--- config.mk ---
export PLATFORM = sky130hd
export DESIGN_NAME = nibble_serial_adder_flat
export DESIGN_NICKNAME = d
export VERILOG_FILES = /design/src/rtl/nibble_serial_adder_if.sv /design/src/rtl/nibble_serial_adder.sv /design/src/flat_wrapper.sv
export SDC_FILE = /design/constraint.sdc
export NUM_CORES = 1
export LEC_CHECK = 0
export ABC_CLOCK_PERIOD_IN_PS = 1700
export CORE_MARGIN = 2
export CORE_UTILIZATION = 40
export CTS_BUF_LIST = sky130_fd_sc_hd__clkbuf_8 sky130_fd_sc_hd__clkbuf_16
export CTS_CLUSTER_SIZE = 14
export DETAILED_ROUTE_END_ITERATION = 16
export GPL_ROUTABILITY_DRIVEN = 0
export PLACE_DENSITY_LB_ADDON = 0.05
export SKIP_CTS_REPAIR_TIMING = 1
export SLEW_MARGIN = 25
export SYNTH_ARGS = -nofsm -noshare
export SYNTH_HDL_FRONTEND = slang
export SYNTH_SLANG_ARGS = --single-unit
--- constraint.sdc ---
create_clock -name clock -period 1.7 [get_ports clock]
set_input_delay 0.425 -clock clock [delete_from_list [all_inputs] [get_ports clock]]
set_output_delay 0.425 -clock clock [all_outputs]
set_load 0.05 [all_outputs]
--- src/rtl/nibble_serial_adder_if.sv ---
// Request, result and adder-slice signals for nibble_serial_adder; master is the controller side.
// The sub port exists only when NIBBLE_SERIAL_ADDER_SUB_EN is defined.
interface nibble_serial_adder_if #(
  parameter int NIBBLES = 4
);
  localparam int W = 4 * NIBBLES;

  logic         start;
  logic [W-1:0] a;
  logic [W-1:0] b;
  logic         c_in;
`ifdef NIBBLE_SERIAL_ADDER_SUB_EN
  logic         sub;
`endif
  logic [3:0]   add_a;
  logic [3:0]   add_b;
  logic         add_cin;
  logic [3:0]   add_s;
  logic         add_cout;
  logic         busy;
  logic         done;
  logic [W-1:0] sum;
  logic         c_out;
  logic         overflow;

  modport master (
    input  start, a, b, c_in,
`ifdef NIBBLE_SERIAL_ADDER_SUB_EN
    input  sub,
`endif
    input  add_s, add_cout,
    output add_a, add_b, add_cin,
    output busy, done, sum, c_out, overflow
  );

  modport slave (
    output start, a, b, c_in,
`ifdef NIBBLE_SERIAL_ADDER_SUB_EN
    output sub,
`endif
    output add_s, add_cout,
    input  add_a, add_b, add_cin,
    input  busy, done, sum, c_out, overflow
  );
endinterface

--- src/rtl/nibble_serial_adder.sv ---
// Serial W-bit add through an external 4-bit slice, one nibble per cycle LSB first; NIBBLE_SERIAL_ADDER_SUB_EN adds subtract.
// Latency: done pulses NIBBLES+1 cycles after the accepting edge; start is ignored outside IDLE (no queuing).
module nibble_serial_adder #(
  parameter int NIBBLES = 4
) (
  input logic                  clock,
  input logic                  resetn,
  nibble_serial_adder_if.master bus
);
  localparam int W  = 4 * NIBBLES;
  localparam int IW = $clog2(NIBBLES);
  localparam logic [IW-1:0] LAST = IW'(NIBBLES - 1);

  typedef enum logic [1:0] {IDLE, RUN, DONE} state_t;

  state_t        state;
  logic [IW-1:0] idx;
  logic [W-1:0]  a_reg;
  logic [W-1:0]  b_reg;
  logic [W-1:0]  sum_q;
  logic          carry;
  logic          busy_q;
  logic          done_q;
  logic          c_out_q;
  logic          ovf_q;

  logic [3:0]    a_nib;
  logic [3:0]    b_nib;
  logic [3:0]    b_eff_nib;
  logic          b_eff_msb;
  logic          init_carry;

  assign a_nib = a_reg[{idx, 2'b00} +: 4];
  assign b_nib = b_reg[{idx, 2'b00} +: 4];

`ifdef NIBBLE_SERIAL_ADDER_SUB_EN
  logic sub_reg;
  // Subtract is A + ~B + 1; overflow must see the sign of the inverted operand.
  assign b_eff_nib  = sub_reg ? ~b_nib : b_nib;
  assign b_eff_msb  = b_reg[W-1] ^ sub_reg;
  assign init_carry = bus.sub ? 1'b1 : bus.c_in;
`else
  assign b_eff_nib  = b_nib;
  assign b_eff_msb  = b_reg[W-1];
  assign init_carry = bus.c_in;
`endif

  assign bus.add_a    = (state == RUN) ? a_nib     : 4'd0;
  assign bus.add_b    = (state == RUN) ? b_eff_nib : 4'd0;
  assign bus.add_cin  = (state == RUN) ? carry     : 1'b0;
  assign bus.busy     = busy_q;
  assign bus.done     = done_q;
  assign bus.sum      = sum_q;
  assign bus.c_out    = c_out_q;
  assign bus.overflow = ovf_q;

  always_ff @(posedge clock or negedge resetn) begin
    if (!resetn) begin
      state   <= IDLE;
      idx     <= '0;
      a_reg   <= '0;
      b_reg   <= '0;
      sum_q   <= '0;
      carry   <= 1'b0;
      busy_q  <= 1'b0;
      done_q  <= 1'b0;
      c_out_q <= 1'b0;
      ovf_q   <= 1'b0;
`ifdef NIBBLE_SERIAL_ADDER_SUB_EN
      sub_reg <= 1'b0;
`endif
    end else begin
      case (state)
        IDLE: begin
          done_q <= 1'b0;
          if (bus.start) begin
            a_reg   <= bus.a;
            b_reg   <= bus.b;
            carry   <= init_carry;
`ifdef NIBBLE_SERIAL_ADDER_SUB_EN
            sub_reg <= bus.sub;
`endif
            idx     <= '0;
            sum_q   <= '0;
            c_out_q <= 1'b0;
            ovf_q   <= 1'b0;
            busy_q  <= 1'b1;
            state   <= RUN;
          end
        end
        RUN: begin
          sum_q[{idx, 2'b00} +: 4] <= bus.add_s;
          carry <= bus.add_cout;
          if (idx == LAST) begin
            // Last nibble: the slice outputs are the final carry and sign bit.
            c_out_q <= bus.add_cout;
            ovf_q   <= (a_reg[W-1] == b_eff_msb) && (bus.add_s[3] != a_reg[W-1]);
            busy_q  <= 1'b0;
            done_q  <= 1'b1;
            state   <= DONE;
          end else begin
            idx <= idx + IW'(1);
          end
        end
        DONE: begin
          done_q <= 1'b0;
          state  <= IDLE;
        end
        default: begin
          busy_q <= 1'b0;
          done_q <= 1'b0;
          state  <= IDLE;
        end
      endcase
    end
  end
endmodule

--- src/flat_wrapper.sv ---
// flat-port wrapper written by rule: the top's interface ports become plain ports
module nibble_serial_adder_flat 
#(
  parameter int NIBBLES = 4
)
  (clock, resetn, bus_start, bus_a, bus_b, bus_c_in, bus_add_s, bus_add_cout, bus_add_a, bus_add_b, bus_add_cin, bus_busy, bus_done, bus_sum, bus_c_out, bus_overflow);
  nibble_serial_adder_if #(.NIBBLES(NIBBLES)) bus_i ();
  input logic clock;
  input logic resetn;
  input wire logic [$bits(bus_i.start)-1:0] bus_start;
  input wire logic [$bits(bus_i.a)-1:0] bus_a;
  input wire logic [$bits(bus_i.b)-1:0] bus_b;
  input wire logic [$bits(bus_i.c_in)-1:0] bus_c_in;
  input wire logic [$bits(bus_i.add_s)-1:0] bus_add_s;
  input wire logic [$bits(bus_i.add_cout)-1:0] bus_add_cout;
  output wire logic [$bits(bus_i.add_a)-1:0] bus_add_a;
  output wire logic [$bits(bus_i.add_b)-1:0] bus_add_b;
  output wire logic [$bits(bus_i.add_cin)-1:0] bus_add_cin;
  output wire logic [$bits(bus_i.busy)-1:0] bus_busy;
  output wire logic [$bits(bus_i.done)-1:0] bus_done;
  output wire logic [$bits(bus_i.sum)-1:0] bus_sum;
  output wire logic [$bits(bus_i.c_out)-1:0] bus_c_out;
  output wire logic [$bits(bus_i.overflow)-1:0] bus_overflow;
  assign bus_i.start = bus_start;
  assign bus_i.a = bus_a;
  assign bus_i.b = bus_b;
  assign bus_i.c_in = bus_c_in;
  assign bus_i.add_s = bus_add_s;
  assign bus_i.add_cout = bus_add_cout;
  assign bus_add_a = bus_i.add_a;
  assign bus_add_b = bus_i.add_b;
  assign bus_add_cin = bus_i.add_cin;
  assign bus_busy = bus_i.busy;
  assign bus_done = bus_i.done;
  assign bus_sum = bus_i.sum;
  assign bus_c_out = bus_i.c_out;
  assign bus_overflow = bus_i.overflow;
  nibble_serial_adder #(.NIBBLES(NIBBLES)) u_core (.clock(clock), .resetn(resetn), .bus(bus_i));
endmodule
== Yosys cells after proc, flatten, opt, wreduce, memory -nomap -nowiden ==
Cells that the tools add are included.
Cells by class
  $add $sub $neg: 2
  equal/unequal tests: 8
  shift operators: 4
  multiplexer cells: 24
  bitwise gates (word level): 1
  reduce and logical (&&, ||, !) cells: 9
Operators with widths (number)
  case mux 16 bit (2 select lines): 1
  indexed part select 16 x 5 -> 4 bit: 2
  bitwise mux 16 bit: 1
  two-way mux 16 bit: 1
  variable shift 4 x 6 -> 16 bit, first input constant: 1
  indexed part select 4 x 6 -> 16 bit: 1
  two-way mux 1 bit: 9
  AND reduction 3 bit: 3
  two-way mux 2 bit: 4
  two-way mux 4 bit: 2
  case mux 2 bit (2 select lines): 2
  inequality test 2 bit, second input constant: 3
  negator 4 -> 6 bit: 1
  case mux 1 bit (2 select lines): 3
  AND reduction 2 bit: 3
  equality test 2 bit, second input constant: 2
  case mux 1 bit (3 select lines): 1
  adder 2 x 1 -> 2 bit, second input constant: 1
  equality test 2 x 1 -> 1 bit, second input constant: 1
  logical NOT 2 bit: 1
  nonzero test 2 bit: 1
  equality test 1 bit: 1
  logical AND 1 bit: 1
  inequality test 1 bit: 1
  inverter 1 bit: 1
Word-level totals
  register bits after elaboration: 57
  input port bits: 41
  output and inout bits: 29

== Depth between registers and ports, before layout ==
Gate-level depths: netlist of run 1.
  depth in word-level cells: 4
  depth in mapped cells: 6
  mapped depth without buffers: 5

== Least setup slack after synthesis of run 1 ==
Ideal clock, no wire load.
  path kind: reg-to-output
  start point: register u_core.idx[0]
  end point: output bus_add_a[0]
  data arrival time: 1.477 ns
  data required time: 1.275 ns
  path slack: -0.202 ns
  stages on the path, launching flop included: 4
  path through: dfrtp_1 -> buf_6 -> mux4_2 -> and2_1
On the way
  longest elaborated chain between the ends: 2
Ends and longest elaborated chain
  start: declaration: line nibble_serial_adder.sv:17  | logic [IW-1:0] idx;
  start signal: assignment: line nibble_serial_adder.sv:102  | idx <= idx + IW'(1);
  indexed part select 16 x 5 -> 4 bit: line nibble_serial_adder.sv:33  | assign a_nib = a_reg[{idx, 2'b00} +: 4];
  two-way mux 4 bit: line nibble_serial_adder.sv:48  | assign bus.add_a = (state == RUN) ? a_nib : 4'd0;
  end: declaration: line flat_wrapper.sv:16  | output wire logic [$bits(bus_i.add_a)-1:0] bus_add_a;
No other way between the ends.

== Worst setup path in the final report of run 1 ==
  start point: register u_core.idx[0]
  end point: output bus_add_a[1]
Same word-level chain as after synthesis.

==> qor.yml, run 1 <==
cp-start-kind: "register"
die-area_um2: 7420
clock_sinks: 57
required_ps: 1270
hp-class: "register to register"
cts.htree.levels: 3
fillers: 536
rows: 29
power_density_nw_per_um2: 2170
dr.pass1.iters: 4
fmax_mhz: 456
synthesis.nets: 234
io_buffers: 69
tightestPinTransition_ps: 383
crit_fanout: 8
rsz0062_at_grt: "yes"
peakVddDrop_uv: 1270
cts_tree: "built"
crit_path_end: "bus_add_a[1]"
violations: "setup timing"
fin_nets: 334
antenna_found_initial: 0
placed_cells: 346
ys.flop_type: "dfrtp_1"
cts_inserted_buffers: 9
ys_seq_area_share_pct: 52.8
drt-total-wl_mm: 5.94
timing.rr.end: "u_core.bus.sum[8]"
n_antenna_cell: 0
synth-seq-cells: 57
grt_max_degree: 34
critical-path-top-delay-family: "multiplexers"
max_slew_margin_pct: 74.4
die_x_um: 86.2
cpPeakStageDelay_ps: 490
num_io_pins: 70
crit_buf_inv: 2
async_flop_share_pct: 100
cp-end-kind: "primary output"
r2r-start: "u_core.idx[0]"
hold_viol: 0
clk_pin_slew_ps: 70
reg2reg_setup_slack_ps: -40
fin_util_pct: 61.9
crit_slowest_cell: "mux4_2"
antenna_left: 0
finalClockSkew_ps: 10.8
clockBufferDepth: 2
syn_area_per_cell_um2: 14.4
status: "complete, but fails checks"
setup_viol_count_final: 13
ys_types: 28
setup_slack_ps: -494
clock_latency_ps: 340
synth-edff-count: 0
post_dp_cell_area_um2: 3700
synthToLayoutAreaGrowth_pct: 47.3
fin_crit_sh_pct: 129
r2r_cells: 8
initial_utilization_pct: 42.0
fp.coreArea_um2: 6420
stdcell_count: 369
grt_pass1_vias: 1939
routedWlPerCell_um: 16.1
avgViaCountPerCell: 5.02
drtIter0Drc: 80
synthesis.area_um2: 2700
drv_cap: 0
p_leak_nw: 1.79
fin_area_um2: 3980
arrival_ps: 1770
dieHeight_um: 86.2
vias: 1854
drc: 0
finalCriticalPeriod_ps: 2190
grt_pass1_wl_mm: 9.58
yosys_warnings: 0
track_usage_pct: 17.2
crit_start: "u_core.idx[0]"
power_mw: 8.63
timing_worst_setup_path_type: "register to primary output"
drv_slew: 0
root_buffer: "clkbuf_8"
crit_chain: "buf_4 > mux4_2 > and2_4 > buf_12"
drive_above_1_share_pct: 45.9
grt_overflow: 0
worst-path-stages: 4
syn_inst: 187
post-dp-hpwl_mm: 4.22
-- per-stage QoR --
step	setup slack [ps]	hold WS, ps	TNS [ps]
5_1_grt	-563	508	-5200
4_1_cts	-545	7.19	-6490
3_5_place_dp	-179	379	-8300
6_report	-494	500	-4060
3_3_place_gp	-184	372	-8900
2_1_floorplan	-27.0	129	-135
-- worst min-delay path by stage --
stage,from,end,slack (ps),cells after the start
floorplan,resetn,u_core.a_reg[0],130,0
global placement,resetn,u_core.bus.c_out,370,1
detailed placement,resetn,u_core.bus.c_out,380,1
CTS,resetn,u_core.bus.c_out,7,1
global route,u_core.b_reg[11],u_core.b_reg[11],510,1
finish,u_core.b_reg[11],u_core.b_reg[11],500,1
-- power by group --
part / leakage (nW) / switching [mW] / internal [mW]
sequential: 0.708 / 0.377 / 1.95
combinational: 0.977 / 2.47 / 2.72
clock: 0.101 / 0.530 / 0.590
-- worst reg2reg max path: stages, from the launching register on --
cell	delay [ps]
dfrtp_2	480
buf_4	160
buf_8	130
inv_4	70
buf_4	110
ha_4	150
nand2b_4	60
nor4b_4	340
a22o_1	180
-- layout by cell type (no fill, tap or decap), types with 3 or more instances in the layout --
| master | Yosys | layout |
|---|---|---|
| nand2_1 | 9 | 9 |
| o21ai_0 | 6 | 6 |
| inv_1 | 5 | 6 |
| buf_12 | 0 | 15 |
| clkinv_2 | 0 | 3 |
| clkdlybuf4s50_1 | 0 | 39 |
| nor2b_1 | 4 | 3 |
| nor2_1 | 6 | 6 |
| ha_1 | 6 | 3 |
| and2_4 | 0 | 9 |
| a21o_1 | 4 | 4 |
| mux2_2 | 30 | 30 |
| nor4b_4 | 3 | 3 |
| buf_4 | 0 | 38 |
| mux4_2 | 5 | 8 |
| a22o_1 | 17 | 17 |
| clkbuf_8 | 0 | 11 |
| dfrtp_1 | 57 | 55 |
-- layout make-up --
type	count	area, um2	area share, %
sequential	57	1430	35.9
inverter	5	21.3	0.535
tap	77	96.3	2.42
multi-input combinational	117	1230	31.0
timing repair buffer	97	1020	25.7
clock inverter	5	22.5	0.566
clock buffer	11	151	3.81
-- Yosys cell counts (all sizes together) (2+ instances only) --
| master | n | area share [%] |
|---|---|---|
| dfrtp | 57 | 53 |
| mux2 | 33 | 14 |
| a22o | 17 | 5.5 |
| and2 | 9 | 2.1 |
| nand2 | 9 | 1.3 |
| mux4 | 8 | 7.1 |
| buf | 6 | 2.3 |
| ha | 6 | 2.8 |
| nor2 | 6 | 0.83 |
| o21ai | 6 | 1.1 |
| inv | 5 | 0.70 |
| a21o | 4 | 1.1 |
| nor2b | 4 | 0.93 |
| nand2b | 3 | 0.97 |
| nor4b | 3 | 2.6 |
| a21oi | 2 | 0.37 |
| clkbuf | 2 | 0.28 |
| nor3b | 2 | 1.4 |
-- routing by layer --
| layer | share of wire (%) | GRT usage [%] | up-vias | wire, um |
|---|---|---|---|---|
| met4 | 1.4 | 6.93 | 0 | 86 |
| met3 | 5.0 | 6.06 | 7 | 299 |
| met1 | 46 | 22.6 | 918 | 2710 |
| met2 | 48 | 26.2 | 46 | 2840 |
| met5 | 0 | 0 | - | 0 |
| li1 | - | - | 883 | - |
-- cells by family (layout without fill, tap and decap cells) --
logic type / after synthesis / after routing / share of synthesized area (%)
compound gates: 31 / 31 / 8.67
fa+ha+maj: 6 / 6 / 2.78
buf+inv: 13 / 118 / 3.24
flops: 57 / 57 / 52.8
mux: 41 / 41 / 21.0
simple gates: 39 / 39 / 11.5
(Power assumes the default switching activity.)
==> run 2, diff against run 1 <==
--- a/config.mk
+++ b/config.mk
@@ -6,6 +6,7 @@
 export NUM_CORES = 1
 export LEC_CHECK = 0
 export ABC_CLOCK_PERIOD_IN_PS = 1700
+export CORE_ASPECT_RATIO = 1.25
 export CORE_MARGIN = 2
 export CORE_UTILIZATION = 40
 export CTS_BUF_LIST = sky130_fd_sc_hd__clkbuf_8 sky130_fd_sc_hd__clkbuf_16
==> qor.yml, run 2 (same netlist as run 1, synthesis figures left out) <==
drt-total-wl_mm: 5.65  # -4.9%
post_dp_cell_area_um2: 3780  # +2.1%
dieHeight_um: 95.9  # +11%
violations: "setup timing"
peakVddDrop_uv: 1190  # -5.9%
setup_tns_ps: -3910  # +150 ps
track_usage_pct: 16.5  # -0.70 points
fin_crit_sh_pct: 126  # -2.6 points
placed_cells: 358  # +3.5%
finalClockSkew_ps: 7.37  # -3.41 ps
grt_max_degree: 40  # +18%
io_buffers: 69  # unchanged
gr-usage-met1_pct: 20.0  # -2.5 points
drc: 0  # unchanged
final_common_cell: "dfrtp_1"
clock_latency_ps: 330  # about the same
n_antenna_cell: 0  # unchanged
gr-usage-met2_pct: 28.2  # +2.0 points
cts_inserted_buffers: 9  # unchanged
setup_viol_count_final: 17  # +4
fp.coreArea_um2: 6570  # +2.2%
crit_fanout: 5  # -3
synthToLayoutAreaGrowth_pct: 50.8
hold_viol: 0  # unchanged
reg2reg_setup_slack_ps: -70  # -30 ps
stdcell_count: 378  # +2.4%
die-area_um2: 7430  # about the same
drive_above_1_share_pct: 44.3  # -1.6 points
avgViaCountPerCell: 4.83  # -3.8%
finalCriticalPeriod_ps: 2150  # -44.2 ps
tightestPinTransition_ps: 463  # +79.2 ps
fin_area_um2: 4070  # +2.4%
whs_ps: 39.2  # -461 ps
clock_sinks: 57  # unchanged
routedWlPerCell_um: 14.9  # -7.2%
drv_slew: 0  # unchanged
cts_tree: "built"
clockBufferDepth: 2  # unchanged
vias: 1827  # -1.5%
r2r_cells: 6  # -2
post-dp-hpwl_mm: 4.19  # -0.71%
final_cell_mix: "dfrtp_1 (56), clkdlybuf4s50_1 (39), buf_4 (34)"
required_ps: 1270  # about the same
power_density_nw_per_um2: 2170  # about the same
initial_utilization_pct: 41.1  # -0.91 points
grt_pass1_wl_mm: 9.34  # -2.5%
rsz0062_at_grt: "yes"
cp-start-kind: "register"
clk_pin_slew_ps: 60  # about the same
grt_overflow: 0  # unchanged
p_leak_nw: 1.82  # +1.8%
setup_slack_ps: -450  # +44.2 ps
drtIter0Drc: 42  # -48%
dr.pass1.iters: 4  # unchanged
num_io_pins: 70  # unchanged
use_met3_pct: 3.38  # -2.7 points
status: "complete, but fails checks"
fmax_mhz: 465  # +2.1%
fin_util_pct: 62.0  # +0.10 points
cts.htree.levels: 3  # unchanged
hp-class: "input port to async pin"
timing_worst_setup_path_type: "register to primary output"
antenna_left: 0  # unchanged
max_slew_margin_pct: 69.2  # -5.3 points
grt_pass1_vias: 1973  # +1.8%
drv_cap: 0  # unchanged
root_buffer: "clkbuf_8"
rows: 33  # +14%
busiest_layer: "met2"
die_x_um: 77.5  # -10%
antenna_found_initial: 0  # unchanged
arrival_ps: 1720  # -50 ps
cp-end-kind: "primary output"
fin_nets: 334  # unchanged
[run 2: changes by cell type in the layout (fill, tap and decap cells not counted), moves of 3 or more]
| cell | change |
|---|---|
| mux4_1 | +3 |
| buf_12 | +5 |
| buf_4 | -4 |
| mux4_2 | -3 |
[run 2: path summary, 6_finish.rpt]
path	start	end
setup / recovery	u_core.idx[0]	bus_add_b[0]
hold / removal	resetn	u_core.bus.busy
setup reg to reg	u_core.idx[0]	u_core.bus.sum[5]
hold reg to reg	u_core.b_reg[11]	u_core.b_reg[11]
max in group asynchronous	resetn	u_core.bus.sum[12]
min in group clock	u_core.b_reg[11]	u_core.b_reg[11]
[run 2: stage by stage]
stage / total power, mW / setup slack (ps)
after CTS: 8.68 / -583
after detailed placement: 7.40 / -249
final: 8.84 / -450
after global placement: 7.35 / -231
after floorplan: 5.40 / -27.0
after global routing: 9.34 / -490
[run 2: power by group]
part	total, mW	switching, mW	internal (mW)
Combinational	5.31	2.47	2.84
Clock	1.25	0.510	0.738
Sequential	2.28	0.336	1.95
[run 2: final cells by class]
| class | instances | area, um2 |
|---|---|---|
| Fill cell | 540 | 2490 |
| Sequential cell | 57 | 1430 |
| Multi-Input combinational cell | 117 | 1240 |
| Timing Repair Buffer | 97 | 1080 |
| Clock buffer | 11 | 151 |
| Tap cell | 87 | 109 |
| Clock inverter | 4 | 43.8 |
| Inverter | 5 | 22.5 |
[run 2: routing by layer]
layer	part of all wire, %	vias up
met1	42	887
met5	0	-
met2	52	43
met3	3.8	10
li1	-	887
met4	1.7	0
[run 2: worst max-delay path, stage by stage, from the launching register on]
cell and delay (ps):
dfrtp_2 380, buf_12 130, mux4_1 520, and2_2 220
buf_12 150
==> run 3, diff against run 2 <==
--- a/config.mk
+++ b/config.mk
@@ -10,6 +10,7 @@
 export CORE_MARGIN = 2
 export CORE_UTILIZATION = 40
 export CTS_BUF_LIST = sky130_fd_sc_hd__clkbuf_8 sky130_fd_sc_hd__clkbuf_16
+export CTS_CLUSTER_DIAMETER = 60
 export CTS_CLUSTER_SIZE = 14
 export DETAILED_ROUTE_END_ITERATION = 16
 export GPL_ROUTABILITY_DRIVEN = 0
==> results of run 3 <==
No change in the layout: final DEF, timing and power equal those of run 2.
